## config.mk

```make
export PLATFORM = sky130hd
export DESIGN_NAME = btb_assoc
export DESIGN_NICKNAME = d
export VERILOG_FILES = /design/src/rtl/btb_assoc.sv
export SDC_FILE = /design/constraint.sdc
export NUM_CORES = 2
export LEC_CHECK = 0
export BUFFER_PORTS_ARGS = -buffer_cell sky130_fd_sc_hd__clkbuf_2
export CELL_PAD_IN_SITES_DETAIL_PLACEMENT = 2
export CELL_PAD_IN_SITES_GLOBAL_PLACEMENT = 2
export CORE_MARGIN = 2
export CORE_UTILIZATION = 56
export CTS_BUF_LIST = sky130_fd_sc_hd__clkbuf_4
export CTS_CLUSTER_DIAMETER = 50
export CTS_CLUSTER_SIZE = 28
export DETAILED_ROUTE_END_ITERATION = 12
export PLACE_DENSITY_LB_ADDON = 0.1
export SLEW_MARGIN = 10
export SYNTH_ARGS = -nofsm -noshare
export SYNTH_HDL_FRONTEND = slang
export SYNTH_SLANG_ARGS = --single-unit
```

## constraint.sdc

```tcl
create_clock -name clk -period 16.9 [get_ports clk]
set_clock_uncertainty 0.2 [all_clocks]
set_input_delay 1.69 -clock clk [delete_from_list [all_inputs] [get_ports clk]]
set_output_delay 1.69 -clock clk [all_outputs]
set_load 0.02 [all_outputs]
```

## src/rtl/btb_assoc.sv

```systemverilog
// ---------------------------------------------------------------------------
// btb_assoc -- set-associative branch target buffer with tree pseudo-LRU.
//
// The lookup is combinational on the fetch PC. Writes, invalidates, PLRU
// touches and flush all take effect at the rising edge of clk.
//
// Parameters:
//   SETS   number of sets (power of 2, 2..256)
//   WAYS   associativity (1, 2, 4 or 8)
//   TYPE_W width of the branch-type tag (0=cond, 1=jal, 2=jalr, 3=ret)
//
// Ports:
//   clk, rst            clock, synchronous active-high reset
//   pc_query, query_en  fetch PC; query_en lets a hit touch the PLRU state
//   hit, target_addr,   lookup result; target_addr and hit_type are 0 on miss
//   hit_type
//   update_en,          execute-stage write (update_inv=0) or invalidate
//   update_inv,         (update_inv=1) of the entry for pc_update
//   pc_update,
//   target_addr_update,
//   update_type
//   flush               clear every entry and all PLRU state
//
// Optional build macro BTB_ASSOC_BYPASS_EN: a same-cycle update to the
// queried PC is forwarded to the lookup outputs. Without it the lookup
// only ever reflects stored state.
// ---------------------------------------------------------------------------
module btb_assoc #(
  parameter int SETS   = 16,
  parameter int WAYS   = 2,
  parameter int TYPE_W = 2
) (
  input  logic              clk,
  input  logic              rst,
  input  logic [31:0]       pc_query,
  input  logic              query_en,
  output logic              hit,
  output logic [31:0]       target_addr,
  output logic [TYPE_W-1:0] hit_type,
  input  logic              update_en,
  input  logic              update_inv,
  input  logic [31:0]       pc_update,
  input  logic [31:0]       target_addr_update,
  input  logic [TYPE_W-1:0] update_type,
  input  logic              flush
);

  localparam int IDX    = $clog2(SETS);
  localparam int TAG_W  = 30 - IDX;
  localparam int LVL    = (WAYS > 1) ? $clog2(WAYS) : 0;
  localparam int WAY_W  = (WAYS > 1) ? $clog2(WAYS) : 1;
  localparam int PLRU_W = (WAYS > 1) ? WAYS - 1 : 1;

  // Valid bits and PLRU trees need a reset; the payload arrays do not.
  logic [WAYS-1:0]   validReg  [SETS];
  logic [PLRU_W-1:0] plruReg   [SETS];
  logic [TAG_W-1:0]  tagMem    [SETS][WAYS];
  logic [31:0]       targetMem [SETS][WAYS];
  logic [TYPE_W-1:0] typeMem   [SETS][WAYS];

  logic [IDX-1:0]   qIdx, uIdx;
  logic [TAG_W-1:0] qTag, uTag;
  assign qIdx = pc_query[IDX+1:2];
  assign qTag = pc_query[31:IDX+2];
  assign uIdx = pc_update[IDX+1:2];
  assign uTag = pc_update[31:IDX+2];

  // Byte-offset bits never take part in indexing or tagging.
  logic unusedBits;
  assign unusedBits = ^{pc_query[1:0], pc_update[1:0]};

  // PLRU tree stored heap-style: node n has children 2n+1 and 2n+2, the
  // leaves are the ways. A node bit of 0 points the victim to the left.
  function automatic logic [PLRU_W-1:0] plruTouch(input logic [PLRU_W-1:0] bits,
                                                  input logic [WAY_W-1:0]  way);
    logic [PLRU_W-1:0] res;
    int node;
    logic dir;
    res  = bits;
    node = 0;
    for (int l = 0; l < LVL; l++) begin
      dir       = way[LVL-1-l];
      res[node] = ~dir;                      // point away from the touched way
      node      = 2 * node + 1 + (dir ? 1 : 0);
    end
    return res;
  endfunction

  function automatic logic [WAY_W-1:0] plruVictim(input logic [PLRU_W-1:0] bits);
    logic [WAY_W-1:0] v;
    int node;
    logic dir;
    v    = '0;
    node = 0;
    for (int l = 0; l < LVL; l++) begin
      dir          = bits[node];
      v[LVL-1-l]   = dir;
      node         = 2 * node + 1 + (dir ? 1 : 0);
    end
    return v;
  endfunction

  // Per-way tag comparison for both the lookup port and the update port.
  logic [WAYS-1:0] qMatch, uMatch;
  generate
    for (genvar gi = 0; gi < WAYS; gi++) begin : gWayCmp
      assign qMatch[gi] = validReg[qIdx][gi] && (tagMem[qIdx][gi] == qTag);
      assign uMatch[gi] = validReg[uIdx][gi] && (tagMem[uIdx][gi] == uTag);
    end
  endgenerate

  logic             qHit, uHit, uFree;
  logic [WAY_W-1:0] qWay, uWay, freeWay, victimWay, allocWay;

  // Updates never create a duplicate tag in a set, so these are one-hot
  // and a plain index encode is enough.
  always_comb begin
    qHit    = |qMatch;
    uHit    = |uMatch;
    uFree   = ~&validReg[uIdx];
    qWay    = '0;
    uWay    = '0;
    freeWay = '0;
    for (int w = 0; w < WAYS; w++) begin
      if (qMatch[w]) qWay = WAY_W'(w);
      if (uMatch[w]) uWay = WAY_W'(w);
    end
    // Walk downwards so the lowest-index invalid way wins.
    for (int w = WAYS - 1; w >= 0; w--) begin
      if (!validReg[uIdx][w]) freeWay = WAY_W'(w);
    end
    victimWay = (WAYS > 1) ? plruVictim(plruReg[uIdx]) : '0;
    if (uHit)       allocWay = uWay;
    else if (uFree) allocWay = freeWay;
    else            allocWay = victimWay;
  end

  logic              queryTouch, updWrite, updInv;
  logic [PLRU_W-1:0] qTouched, uBase, uTouched;

  assign queryTouch = query_en && qHit;
  assign updWrite   = update_en && !update_inv;
  assign updInv     = update_en && update_inv && uHit;

  // Same-set touch ordering: the query touch is applied first, then the
  // update touch on top of it, so the updated way ends up MRU.
  assign qTouched = plruTouch(plruReg[qIdx], qWay);
  assign uBase    = (queryTouch && (qIdx == uIdx)) ? qTouched : plruReg[uIdx];
  assign uTouched = plruTouch(uBase, allocWay);

  always_ff @(posedge clk) begin
    if (rst || flush) begin
      for (int s = 0; s < SETS; s++) begin
        validReg[s] <= '0;
        plruReg[s]  <= '0;
      end
    end else begin
      if (queryTouch) plruReg[qIdx] <= qTouched;
      if (updWrite) begin
        validReg[uIdx][allocWay] <= 1'b1;
        plruReg[uIdx]            <= uTouched;   // later assignment wins on same set
      end else if (updInv) begin
        validReg[uIdx][uWay] <= 1'b0;           // PLRU deliberately left alone
      end
    end
  end

  always_ff @(posedge clk) begin
    if (!rst && !flush && updWrite) begin
      tagMem[uIdx][allocWay]    <= uTag;
      targetMem[uIdx][allocWay] <= target_addr_update;
      typeMem[uIdx][allocWay]   <= update_type;
    end
  end

  logic [31:0]       storedTarget;
  logic [TYPE_W-1:0] storedType;
  assign storedTarget = qHit ? targetMem[qIdx][qWay] : 32'd0;
  assign storedType   = qHit ? typeMem[qIdx][qWay]   : '0;

`ifdef BTB_ASSOC_BYPASS_EN
  always_comb begin
    hit         = qHit;
    target_addr = storedTarget;
    hit_type    = storedType;
    if (flush) begin
      hit         = 1'b0;
      target_addr = 32'd0;
      hit_type    = '0;
    end else if (update_en && (pc_update == pc_query)) begin
      if (update_inv) begin
        hit         = 1'b0;
        target_addr = 32'd0;
        hit_type    = '0;
      end else begin
        hit         = 1'b1;
        target_addr = target_addr_update;
        hit_type    = update_type;
      end
    end
  end
`else
  assign hit         = qHit;
  assign target_addr = storedTarget;
  assign hit_type    = storedType;
`endif

endmodule

```

==> impl_metrics.json, run 1 <==
{
  "fp-row-count": 143,
  "synthMuxAreaShare_pct": 21.93,
  "post-dp-hpwl_mm": 192.2,
  "synth_compound_area_share_pct": 2.872,
  "syn_avg_cell_area_um2": 20.40,
  "gp_congestion": 0.8929,
  "synth_top_area_cell": "edfxtp_1",
  "synth.ff_latch_count": 1968,
  "error_line": "[ERROR DPL-0033] detailed placement checks failed during check placement.",
  "syn_area_mm2": 0.08517,
  "portBuffers": 134,
  "synthAdderAreaFrac_pct": 0,
  "start_util_pct": 56.20,
  "ys_types": 74,
  "outcome": "stopped before the end",
  "synthSimpleGateAreaFrac_pct": 2.700,
  "ys_warn_count": 0,
  "ys.flop_type": "edfxtp_1",
  "syn_inst": 4175,
  "synthArstFlopShare_pct": 0,
  "io_pins": 139,
  "synth_top_family_by_area": "multiplexers",
  "yosys.area.top_type_share_pct": 69.39,
  "flow.stopped_at": "3_5_place_dp",
  "die_y_um": 394.0,
  "synth-edff-count": 1968,
  "die_x_um": 394.0,
  "synth_area_leaders": "edfxtp_1 (69%), mux4_2 (18%), mux2i_1 (3.0%), xnor2_1 (0.84%), mux2_2 (0.66%)",
  "synthXorXnorAreaFrac_pct": 1.285,
  "synth_nets": 4279,
  "ys_seq_area_share_pct": 69.39
}
==> cell families after synthesis <==
| family | after synthesis |
|---|---|
| AOI/OAI and AO/OA | 338 |
| muxes | 996 |
| buffers and inverters | 307 |
| DFF | 1968 |
| and+or+nand+nor | 441 |
| xor gates and xnor gates | 125 |
==> cells in the mapped netlist, types with 20 or more instances <==
| library cell | n |
|---|---|
| o21ai_0 | 31 |
| mux4_2 | 691 |
| nand3_1 | 26 |
| clkbuf_1 | 130 |
| buf_4 | 20 |
| nor2_1 | 71 |
| edfxtp_1 | 1968 |
| buf_1 | 25 |
| a221oi_1 | 26 |
| nor2b_1 | 23 |
| xnor2_1 | 82 |
| mux2i_1 | 255 |
| nand2_1 | 137 |
| nand2b_1 | 45 |
| mux2_2 | 50 |
| o22ai_1 | 37 |
| xor2_1 | 43 |
| and3_1 | 21 |
| buf_2 | 91 |
| a21oi_1 | 65 |
| a22oi_1 | 61 |
| nand3b_1 | 35 |
==> through the flow <==
step	cells	worst slack, ps	area, um^2	hold slack (ps)
floorplan	4175	9102	85170	847.8
global placement	6181	6190	88330	1473
==> inputs of run 2 (changes only) <==
- CELL_PAD_IN_SITES_DETAIL_PLACEMENT: 2 -> default
- CELL_PAD_IN_SITES_GLOBAL_PLACEMENT: 2 -> default
- CORE_UTILIZATION: 56 -> 40
- CTS_BUF_LIST: sky130_fd_sc_hd__clkbuf_4 -> default
- CTS_CLUSTER_DIAMETER: 50 -> default
- CTS_CLUSTER_SIZE: 28 -> default
- PLACE_DENSITY_LB_ADDON: 0.1 -> 0.15
==> run 2 against run 1 <==
The run now ends clean. Area after synthesis is the same. Synthesized cell count did not move.
==> impl_metrics.json, run 2 <==
{
  "drive_gt1_share_pct": 29.86,
  "yosys.area.top_type_share_pct": 69.39,
  "cts_hold_buf": 0,
  "firstDrtPassIters": 6,
  "wire_per_inst_um": 36.93,
  "worstPathArrival_ps": 8140,
  "ys_types": 74,
  "largest_register": "targetMem",
  "rrSetupSlack_ps": 9340,
  "ys_warn_count": 0,
  "multi_input_area_mm2": 0.02485,
  "grt_pass1_vias": 45630,
  "ir_drop_v": 0.0001123,
  "die_y_um": 465.4,
  "die_area_mm2": 0.2166,
  "cts-resized-gates": 0,
  "syn_avg_cell_area_um2": 20.40,
  "p_per_area_mw_per_mm2": 109.9,
  "grt_usage_pct": 24.91,
  "cpMostUsedCell": "buf_4",
  "syn_inst": 4175,
  "period_needed_ps": 10030,
  "nets": 4470,
  "vias_per_cell": 6.211,
  "synth_top_area_cell": "edfxtp_1",
  "cts_made_buffers": 209,
  "setup_viol": 0,
  "fp-row-count": 169,
  "core_mm2": 0.2119,
  "die_x_um": 465.4,
  "slowest_delay_ps": 870,
  "area_delta_synth_final_pct": 12.78,
  "synth.ff_latch_count": 1968,
  "ant_nets": 0,
  "layout_common_cells": "edfxtp_1 (1968), mux4_2 (691), mux2i_1 (255), clkbuf_16 (209), nand2_1 (135)",
  "synth_nets": 4279,
  "top_regs": "targetMem x1024, tagMem x832, typeMem x64",
  "cp_cell_sequence": "buf_8, buf_4, buf_4, mux4_2, mux2i_1, nor2_1, a21oi_1, xnor2_1, nor4_1, nand4_1, buf_4, nand3b_1, nand2_1, clkbuf_2",
  "grt_max_degree": 113,
  "gp_congestion": 0.9137,
  "largest_reg_flops": 1024,
  "htreeDepth": 4,
  "ys.flop_type": "edfxtp_1",
  "timing.max_slew.rel_slack_pct": 5.851,
  "cts_tree": "built",
  "min-delay-path-class": "in2reg",
  "io_pins": 139,
  "post-dp-hpwl_mm": 151.4,
  "synth_area_leaders": "edfxtp_1 (69%), mux4_2 (18%), mux2i_1 (3.0%), xnor2_1 (0.84%), mux2_2 (0.66%)",
  "place_inst": 6976,
  "vias": 45770,
  "crit_family": "buffers and inverters",
  "critPathKind": "in2out",
  "fin_hold_ws_ps": 1045,
  "crit_path_start_kind": "primary input",
  "max_freq_ghz": 0.09967,
  "start_util_pct": 40.20,
  "crit_required_ps": 15010,
  "yosysMostFrequentCell": "edfxtp_1",
  "antenna_found_initial": 29,
  "postCtsSetupRepairBufs": 0,
  "end_kind": "output port",
  "clock_path_buffers": 3,
  "worstMarginPinSlew_ps": 1397,
  "grt_pass1_wl_mm": 375.2,
  "cts_root_buf": "clkbuf_16",
  "slew_violations": 0,
  "grt-ovfl-total": 0,
  "portBuffers": 134,
  "leakage_nw": 30.46,
  "final_common_cell": "edfxtp_1",
  "drv_cap": 0,
  "fin_crit_sh_pct": 59.37,
  "tns_ps": 0,
  "drt_wl_total_mm": 272.2,
  "ys_seq_area_share_pct": 69.39,
  "synthArstFlopShare_pct": 0,
  "syn_area_mm2": 0.08517,
  "seq_area_mm2": 0.05910,
  "clk_latency_ps": 890,
  "first_iter_violations": 5900,
  "rsz0062_at_grt": "no",
  "fill_cells": 18030,
  "synth-edff-count": 1968,
  "synth.top_cells.by_count": "edfxtp_1 (1968), mux4_2 (691), mux2i_1 (255)",
  "critPathSlowestCell": "buf_4",
  "hold_viol": 0,
  "critPathMaxFanout": 71,
  "cp.buffers_inverters": 5,
  "outcome": "finished clean",
  "clk_pin_slew_ps": 60,
  "finalNonFillerCells": 7370,
  "drc": 0,
  "cts.sinks": 1968
}
==> run 2: cell counts after synthesis <==
Identical to the previous run, type by type.
==> run 2: per-stage QoR <==
| stage | cell area (um^2) | setup slack (ps) | power [W] | util, % |
|---|---|---|---|---|
| final | 96060 | 6867 | 0.01055 | 45.34 |
| after global routing | 96040 | 6779 | 0.01085 | 45.33 |
| after CTS | 96030 | 6972 | 0.01064 | 45.32 |
| after detailed placement | 89360 | 6442 | 0.006191 | 42.18 |
| after global placement | 89360 | 6405 | 0.006187 | 42.18 |
| after floorplan | 85170 | 9102 | 0.005908 | - |
==> run 2: final timing paths <==
path         cells after the start                 to      startpoint
max                             14    target_addr[25]     pc_query[3]
min                              3     validReg[1][0]       update_en
max reg2reg                     13  targetMem[11][51]   tagMem[5][50]
min reg2reg                      7     validReg[1][0]  tagMem[10][11]
==> run 2: power breakdown <==
part | leakage [nW] | internal, W | total [W] | switching, W
Sequential | 17.8 | 0.00538 | 0.00539 | 0.00000397
Clock | 3.25 | 0.00250 | 0.00446 | 0.00196
Combinational | 9.42 | 0.000263 | 0.000705 | 0.000442
==> run 2: cell families (layout without fill, tap and decap cells) <==
kind of cell    after synthesis  count (layout)  share of synthesized area [%]
mux                         996             996                          21.93
simple gates                441             441                          2.700
xor+xnor                    125             125                          1.285
other cells                   0              11                              0
compound gates              338             338                          2.872
buf+inv                     307             670                          1.827
flops                      1968            1968                          69.39
==> run 2: layout make-up <==
type                    count  area share, %
repair buffers            268          1.891
well taps                2821          3.674
diodes                     11        0.02866
clock inverters           121          1.288
multi-input cells        1900          25.87
flip-flops and latches   1968          61.52
inverters                  19        0.07424
clock buffers             262          5.652
==> run 2: routing by layer <==
layer	wire, um	global-route usage [%]	vias to the layer above
li1	-	-	18130
met1	117100	36.17	25090
met2	127000	38.53	2142
met3	20860	4.603	393
met4	7171	7.133	18
met5	110	0	-
==> run 2: worst register-to-register path, cell delays in order (launching register included) <==
cell and delay, ps:
edfxtp_1 390, mux4_2 490, mux2i_1 180, xor2_1 520
nand2_1 120, o41ai_1 650, o2111ai_1 610, o31ai_4 370
buf_4 620, nand2_2 260, buf_4 430, nor2_4 950
buf_4 710, buf_4 670
Power figures use the tool's default switching activity.
